$ cat src/rtl/button_event_pkg.sv
// Shared state encodings and constants for button_event_decoder.
package button_event_pkg;

    localparam logic [2:0] ST_IDLE   = 3'd0;
    localparam logic [2:0] ST_PRESS1 = 3'd1;
    localparam logic [2:0] ST_LONG   = 3'd2;
    localparam logic [2:0] ST_GAP    = 3'd3;
    localparam logic [2:0] ST_PRESS2 = 3'd4;

    localparam int unsigned PULSE_W = 1;

    function automatic logic is_held(input logic [2:0] st);
        return (st == ST_PRESS1) || (st == ST_LONG) || (st == ST_PRESS2);
    endfunction

endpackage

$ cat src/rtl/edge_detect.sv
// Previous-sample register and rise/fall detection for the debounced button level.
// The register tracks inp through reset, so a button held across reset release yields no edge.
module edge_detect (
    input  logic clk,
    input  logic rst,
    input  logic inp,
    output logic rise,
    output logic fall
);

    logic inp_q;

    always_ff @(posedge clk) begin
        inp_q <= inp;
    end

    assign rise = rst &  inp & ~inp_q;
    assign fall = rst & ~inp &  inp_q;

endmodule

$ cat src/rtl/button_event_decoder.sv
// Classifies debounced presses into click / double click / long press strobes.
// Optional auto-repeat while long-held is enabled by defining AUTO_REPEAT_EN.
module button_event_decoder
    import button_event_pkg::*;
#(
    parameter int unsigned LONG_CYCLES       = 50_000_000,
    parameter int unsigned DOUBLE_GAP_CYCLES = 12_500_000,
    parameter int unsigned REPEAT_CYCLES     = 5_000_000,
    parameter int unsigned CNT_W             = 26
) (
    input  logic clk,
    input  logic rst,
    input  logic inp,
    output logic press_p,
    output logic release_p,
    output logic click_p,
    output logic dbl_click_p,
    output logic long_p,
    output logic held,
    output logic repeat_p
);

    if (LONG_CYCLES < 2 || DOUBLE_GAP_CYCLES < 1 || REPEAT_CYCLES < 1 || PULSE_W != 1) begin : g_cfg_bad
        $error("button_event_decoder: illegal parameter set");
    end

    // PRESS1 is entered on the rising sample, so the terminal compare is two short of LONG.
    // GAP is entered on the falling sample; only low samples seen while in GAP count.
    localparam logic [CNT_W-1:0] LONG_TERM = CNT_W'(LONG_CYCLES - 2);
    localparam logic [CNT_W-1:0] GAP_TERM  = CNT_W'(DOUBLE_GAP_CYCLES - 1);

    logic             rise;
    logic             fall;
    logic [2:0]       state;
    logic [2:0]       state_nxt;
    logic [CNT_W-1:0] cnt;
    logic [CNT_W-1:0] cnt_nxt;
    logic             cnt_inc;
    logic             long_hit;
    logic             click_hit;
    logic             dbl_hit;

    edge_detect u_edge (
        .clk  (clk),
        .rst  (rst),
        .inp  (inp),
        .rise (rise),
        .fall (fall)
    );

    always_comb begin
        state_nxt = state;
        cnt_inc   = 1'b0;
        long_hit  = 1'b0;
        click_hit = 1'b0;
        dbl_hit   = 1'b0;
        case (state)
            ST_IDLE: begin
                if (rise) state_nxt = ST_PRESS1;
            end
            ST_PRESS1: begin
                if (fall) begin
                    state_nxt = ST_GAP;
                end else if (inp) begin
                    if (cnt == LONG_TERM) begin
                        state_nxt = ST_LONG;
                        long_hit  = 1'b1;
                    end else begin
                        cnt_inc = 1'b1;
                    end
                end
            end
            ST_LONG: begin
                if (fall) state_nxt = ST_IDLE;
            end
            ST_GAP: begin
                if (rise) begin
                    state_nxt = ST_PRESS2;
                    dbl_hit   = 1'b1;
                end else if (cnt == GAP_TERM) begin
                    state_nxt = ST_IDLE;
                    click_hit = 1'b1;
                end else begin
                    cnt_inc = 1'b1;
                end
            end
            ST_PRESS2: begin
                if (fall) state_nxt = ST_IDLE;
            end
            default: state_nxt = ST_IDLE;
        endcase
    end

    always_comb begin
        if (state_nxt != state) begin
            cnt_nxt = '0;
        end else if (cnt_inc) begin
            cnt_nxt = cnt + 1'b1;
        end else begin
            cnt_nxt = cnt;
        end
    end

    always_ff @(posedge clk) begin
        if (!rst) begin
            state       <= ST_IDLE;
            cnt         <= '0;
            press_p     <= 1'b0;
            release_p   <= 1'b0;
            click_p     <= 1'b0;
            dbl_click_p <= 1'b0;
            long_p      <= 1'b0;
            held        <= 1'b0;
        end else begin
            state       <= state_nxt;
            cnt         <= cnt_nxt;
            press_p     <= rise;
            release_p   <= fall;
            click_p     <= click_hit;
            dbl_click_p <= dbl_hit;
            long_p      <= long_hit;
            held        <= is_held(state_nxt);
        end
    end

`ifdef AUTO_REPEAT_EN
    localparam logic [CNT_W-1:0] REP_TERM = CNT_W'(REPEAT_CYCLES - 1);

    logic [CNT_W-1:0] rcnt;

    // rcnt is zero on entry to LONG, so the first repeat lands REPEAT_CYCLES after long_p.
    always_ff @(posedge clk) begin
        if (!rst) begin
            rcnt     <= '0;
            repeat_p <= 1'b0;
        end else begin
            repeat_p <= 1'b0;
            if (state == ST_LONG && inp) begin
                if (rcnt == REP_TERM) begin
                    rcnt     <= '0;
                    repeat_p <= 1'b1;
                end else begin
                    rcnt <= rcnt + 1'b1;
                end
            end else begin
                rcnt <= '0;
            end
        end
    end
`else
    assign repeat_p = 1'b0;
`endif

endmodule

$ cat config.mk
export PLATFORM = sky130hd
export DESIGN_NAME = button_event_decoder
export DESIGN_NICKNAME = d
export VERILOG_FILES = /design/src/rtl/button_event_pkg.sv /design/src/rtl/edge_detect.sv /design/src/rtl/button_event_decoder.sv
export SDC_FILE = /design/constraint.sdc
export NUM_CORES = 1
export LEC_CHECK = 0
export CAP_MARGIN = 20
export CELL_PAD_IN_SITES_DETAIL_PLACEMENT = 1
export CELL_PAD_IN_SITES_GLOBAL_PLACEMENT = 1
export CORE_AREA = 2 2 76 78
export DETAILED_ROUTE_END_ITERATION = 12
export DIE_AREA = 0 0 78 80
export PLACE_DENSITY = 0.71
export SYNTH_ARGS = -nofsm -noshare
export SYNTH_HDL_FRONTEND = slang
export SYNTH_HIERARCHICAL = 1
export SYNTH_SLANG_ARGS = --single-unit
$ cat constraint.sdc
create_clock -name clk -period 2.1 [get_ports clk]
set_clock_uncertainty 0.05 [all_clocks]
set_input_delay 0.42 -clock clk [delete_from_list [all_inputs] [get_ports clk]]
set_output_delay 0.42 -clock clk [all_outputs]
set_load 0.1 [all_outputs]
Yosys cells after proc, flatten, opt, wreduce, memory -nomap -nowiden
Cells that the tools add are included.
{ "classes": {"n_addsub": 1, "eq_ne": 10, "muxes": 17, "bitwise_logic": 9, "n_reduce_logical": 8} }
{ "op_table": {"columns": ["cell", "count"], "rows": [
  ["adder 26 x 1 -> 26 bit, second input constant", 1],
  ["equality test 26 x 24 -> 1 bit, second input constant", 1],
  ["equality test 26 bit, second input constant", 1],
  ["two-way mux 3 bit", 7],
  ["one-hot mux 3 bit (4 select lines)", 1],
  ["equality test 3 x 2 -> 1 bit, second input constant", 3],
  ["two-way mux 1 bit", 8],
  ["equality test 3 x 1 -> 1 bit, second input constant", 2],
  ["equality test 3 bit, second input constant", 2],
  ["NOT 1 bit", 5],
  ["AND 1 bit", 4],
  ["OR reduction 2 bit", 2],
  ["OR reduction 4 bit", 1],
  ["zero test 3 bit", 1],
  ["inequality test 3 bit", 1],
  ["OR reduction 3 bit", 1],
  ["logical OR 1 bit", 2],
  ["one-hot mux 1 bit (2 select lines)", 1],
  ["AND reduction 2 bit", 1]
]} }
{ "totals": {"regBits": 36, "output_inout_bits": 7, "word_cells": 54} }

Depth between registers and ports, before layout
{ "depth": {"ltp_word": 8, "depth_mapped": 9, "mapped_depth_nobuf": 8} }

By module
Netlist, hierarchy kept.
{ "by_module_without_submodules": {"columns": ["mod", "n_inst", "cells_each", "area_per_inst_um2", "seq_area_each_um2"], "rows": [
  ["button_event_decoder", 1, 254, 2077.0, 700.7],
  ["edge_detect", 1, 3, 37.5, 20.0]
]} }

Worst setup path after synthesis
OpenSTA, ideal clock, no wires.
{ "synth_path": {"kind": "reg2reg", "start": "register cnt[6]", "end": "register cnt[7]", "arrival_ns": 2.129, "required_ns": 1.935, "path_slack_ns": -0.194, "stages_incl_launch_ff": 9, "path_buffers": 2, "period_less_slack_ns": 2.294, "path_cell_list": "dfxtp_1 buf_6 or4_1 or4_4 o21a_4 a21oi_4 buf_6 nor4_1 o21ba_1"} }
{ "synth_via": {"elab_chain_len": 7, "elab_cells_between_ends": 17, "cone_classes": "add/sub: 1; eq/ne: 3; mux: 12; reduce/logical: 1"} }
{ "synth_rtl": {"columns": ["element", "line_no", "text"], "rows": [
  ["start, declared", "button_event_decoder.sv:36", "logic [CNT_W-1:0] cnt;"],
  ["start signal, assigned", "button_event_decoder.sv:116", "cnt <= cnt_nxt;"],
  ["equality test 26 bit", "button_event_decoder.sv:65", "if (cnt == LONG_TERM) begin"],
  ["two-way mux 3 bit", "button_event_decoder.sv:65", null],
  ["two-way mux 3 bit", "button_event_decoder.sv:64", "end else if (inp) begin"],
  ["two-way mux 3 bit", "button_event_decoder.sv:62", "if (fall) begin"],
  ["one-hot mux 3 bit (4 select lines)", "button_event_decoder.sv:57", "case (state)"],
  ["inequality test 3 bit", "button_event_decoder.sv:95", "if (state_nxt != state) begin"],
  ["OR reduction 2 bit (no line)", null, null]
]} }
Parallel ways exist; a longest one is shown, timed or not.
A chain may end at the register's enable or synchronous reset.

Worst setup path in the final report
{ "layout_path": {"start": "register cnt[0]", "end": "register cnt[13]"} }
Same word-level chain as after synthesis.

==> impl_metrics.toml <==
[outcome]
status = "finished, violations left"
violations = "setup timing"

[synth]
synthArstFlopShare_pct = 0
synth-compound-area-share_pct = 18.9
syn_inst = 257
synth_fa_ha_area_share_pct = 1.18
ys.flop_type = "dfxtp_1"
yosysTopAreaCell = "dfxtp_1"
avgSynthCellArea_um2 = 8.23
synth_top_family_by_area = "simple AND/OR/NAND/NOR gates"
synth-xor-area-share_pct = 3.73
syn-num-nets = 262
synth_top_area_share_pct = 34.1
yosysSeqAreaShare_pct = 34.1
syn_area_um2 = 2110
synth_edf_count = 0
yosys-top-cells-area = "dfxtp_1 34%, nand4_1 4.4%, nor2_1 3.9%, a21oi_1 3.6%, nand3_1 3.6%"
synth-seq-cells = 36
synthDistinctLibCells = 53
yosysWarnings = 6
yosys.area_share.simple_pct = 35.8
synthMuxAreaShare_pct = 0.947

[sta]
worstMarginPinSlew_ns = 0.504
fmax_ghz = 0.422
post-route-min-period_ns = 2.37
max_slew_margin_pct = 66.0
fin_setup_tns_ns = -4.23
setup_viol = 28
finalCritPeriodShare_pct = 113
slew_violations = 0
hold_viol_final = 0
layout_setup_ws_ns = -0.267
rsz0062_at_grt = "yes"

[setup_path]
crit_type = "flip-flop to flip-flop"
setup.worst_path.end_class = "flip-flop"
critPathLaunchType = "flip-flop"
cp.required_ns = 2.27
cp_max_fo = 6
arrival_ns = 2.54
cpMaxStageDelayCell = "or4_4"
cp_cell_sequence = "ha_4 -> nand4_1 -> or4_4 -> o21a_4 -> a21oi_4 -> buf_6 -> buf_8 -> o21ai_2 -> a21oi_2"
critical-path-max-stage-delay_ns = 0.58

[floorplanning]
rows = 27
coreArea_um2 = 5410
dieArea_um2 = 6240
die_w_um = 78
io_pins = 10
fp.dieH_um = 80
start_util_pct = 39.1

[power_and_ir_drop]
power_density_nw_per_um2 = 405
internal-power_mw = 1.02
ir_worst_vdd_mv = 0.340
finalPower_mw = 1.41
p_comb_share_pct = 12.5
p_switching_mw = 0.383
p_leak_nw = 1.29
pwr-share-seq_pct = 49.5
p_sw_share_pct = 27.2
power.share.clock_pct = 38.0

[global_route]
grt_use_total_pct = 27.4
antenna_found_initial = 0
grt_pass1_wl_um = 13300
grt_max_degree = 12
grt-ovfl-total = 0
grt_pass1_vias = 2594

[placement]
hpwlAfterDp_um = 5280
portBuffers = 8
gp_congestion = 0.847

[routing]
via_per_inst = 6.28
via_count = 2639
postRouteAntennaNets = 0
routed_wl_um = 10300
drc = 0
wl_per_cell_um = 24.6
drtIter0Drc = 208
firstDrtPassIters = 5

[layout]
n_fill_cell = 606
insertedDiodeCount = 0
drive_gt1_share_pct = 53.2
seq_area_um2 = 733
final_nets = 352
utilization_pct = 64.3
area_delta_synth_final_pct = 64.3
multi_input_comb_area_um2 = 1650

[clock_tree]
clock-sinks = 36
cts_root_buf = "clkbuf_8"
cts_tree = "done"
cts_hold_buf = 0
clock_latency_ns = 0.30
cts_buffers = 5
clockBufferDepth = 2
htreeDepth = 2
path_clk_slew_ns = 0.08

[run]
maxCapViolCount = 0

[hold_path]
hp-class = "flip-flop to flip-flop"
-- worst paths after layout --
check	startpoint	end	slack, ns	depth (start not counted)
setup / recovery	cnt[0]	cnt[13]	-0.27	9
hold / removal	cnt[24]	cnt[24]	0.46	2
setup reg to reg	cnt[0]	cnt[13]	-0.27	9
hold reg to reg	cnt[24]	cnt[24]	0.46	2
-- metal layers --
metal | wire length [um] | vias to the layer above | GRT usage [%]
li1 | - | 1147 | -
met1 | 4150 | 1296 | 32.4
met2 | 5110 | 146 | 49.9
met3 | 628 | 50 | 4.52
met4 | 449 | 0 | 10.0
met5 | 0 | - | 0
-- cells in the final DEF, fill, tap and decap left out, types with 4 or more instances in the layout --
cell type,instances
or4_4,5
a21oi_2,12
buf_8,4
dfxtp_1,28
and2_1,4
inv_1,5
nor2_1,17
buf_4,74
clkbuf_8,6
or3_4,6
xnor2_1,6
nand2_1,14
nor2_2,5
a21oi_1,9
nor4_1,4
dfxtp_2,7
or3_1,5
o21ai_2,6
nand4_1,15
buf_6,14
nand3_1,13
-- cell usage after synthesis, types with 5 or more instances --
cell type,instances
a21oi_1,15
a21oi_2,7
clkbuf_1,8
dfxtp_1,36
inv_1,6
nand2_1,17
nand3_1,15
nand4_1,15
nor2_1,22
nor4_1,7
o21ai_1,6
o31ai_1,5
or3_1,11
or4_1,6
xnor2_1,8
-- cell families after synthesis --
| family | after synthesis |
|---|---|
| xor gates and xnor gates | 9 |
| and+or+nand+nor | 129 |
| buffers and inverters | 21 |
| DFF | 36 |
| AOI/OAI and AO/OA | 57 |
| other | 1 |
| adders and majority gates | 2 |
| muxes | 2 |
-- cell type report --
cell class | count | area share [%]
clock buffers | 6 | 2.38
well taps | 72 | 2.59
clock inverters | 2 | 0.288
flip-flops and latches | 36 | 21.1
multi-input cells | 200 | 47.5
repair buffers | 98 | 25.4
inverters | 6 | 0.720
-- critical path, delay by kind of cell, from the launching register on --
family,cells,cell delay (ns)
fa+ha+maj,1,0.15
flops,1,0.36
buf+inv,2,0.30
compound gates,4,0.62
simple gates,2,0.79
-- power by group through the flow --
stage                     clock (mW)  sequential (mW)  combinational, mW
after global placement             0            0.710              0.114
after detailed placement           0            0.710              0.116
after floorplan                    0            0.722             0.0612
after CTS                      0.532            0.695              0.152
final                          0.535            0.695              0.176
after global routing           0.568            0.696              0.181
-- sequential cells by signal, indices dropped and copies added, names as in the netlist --
signal and flops:
release_p 1, u_edge/inp_q 1, click_p 1, long_p 1, state 3, held 1
cnt 26, dbl_click_p 1, press_p 1
-- through the flow --
stage                     hold WS (ns)  instances  setup slack [ns]  instance area [um^2]
after floorplan                  0.398        257           -0.0919                  2160
after global placement           0.448        389            -0.303                  2760
after detailed placement         0.450        389            -0.510                  2760
after CTS                        0.451        407            -0.169                  3080
after global routing             0.489        420            -0.303                  3470
final                            0.463        420            -0.267                  3470
-- repair_timing --
item	CTS	global route
gates cloned	2	1
resized for setup	36	66
pin swaps	12	32
endpoints found under the setup margin	27	30
setup buffers	8	14
Power figures use the tool's default switching activity.
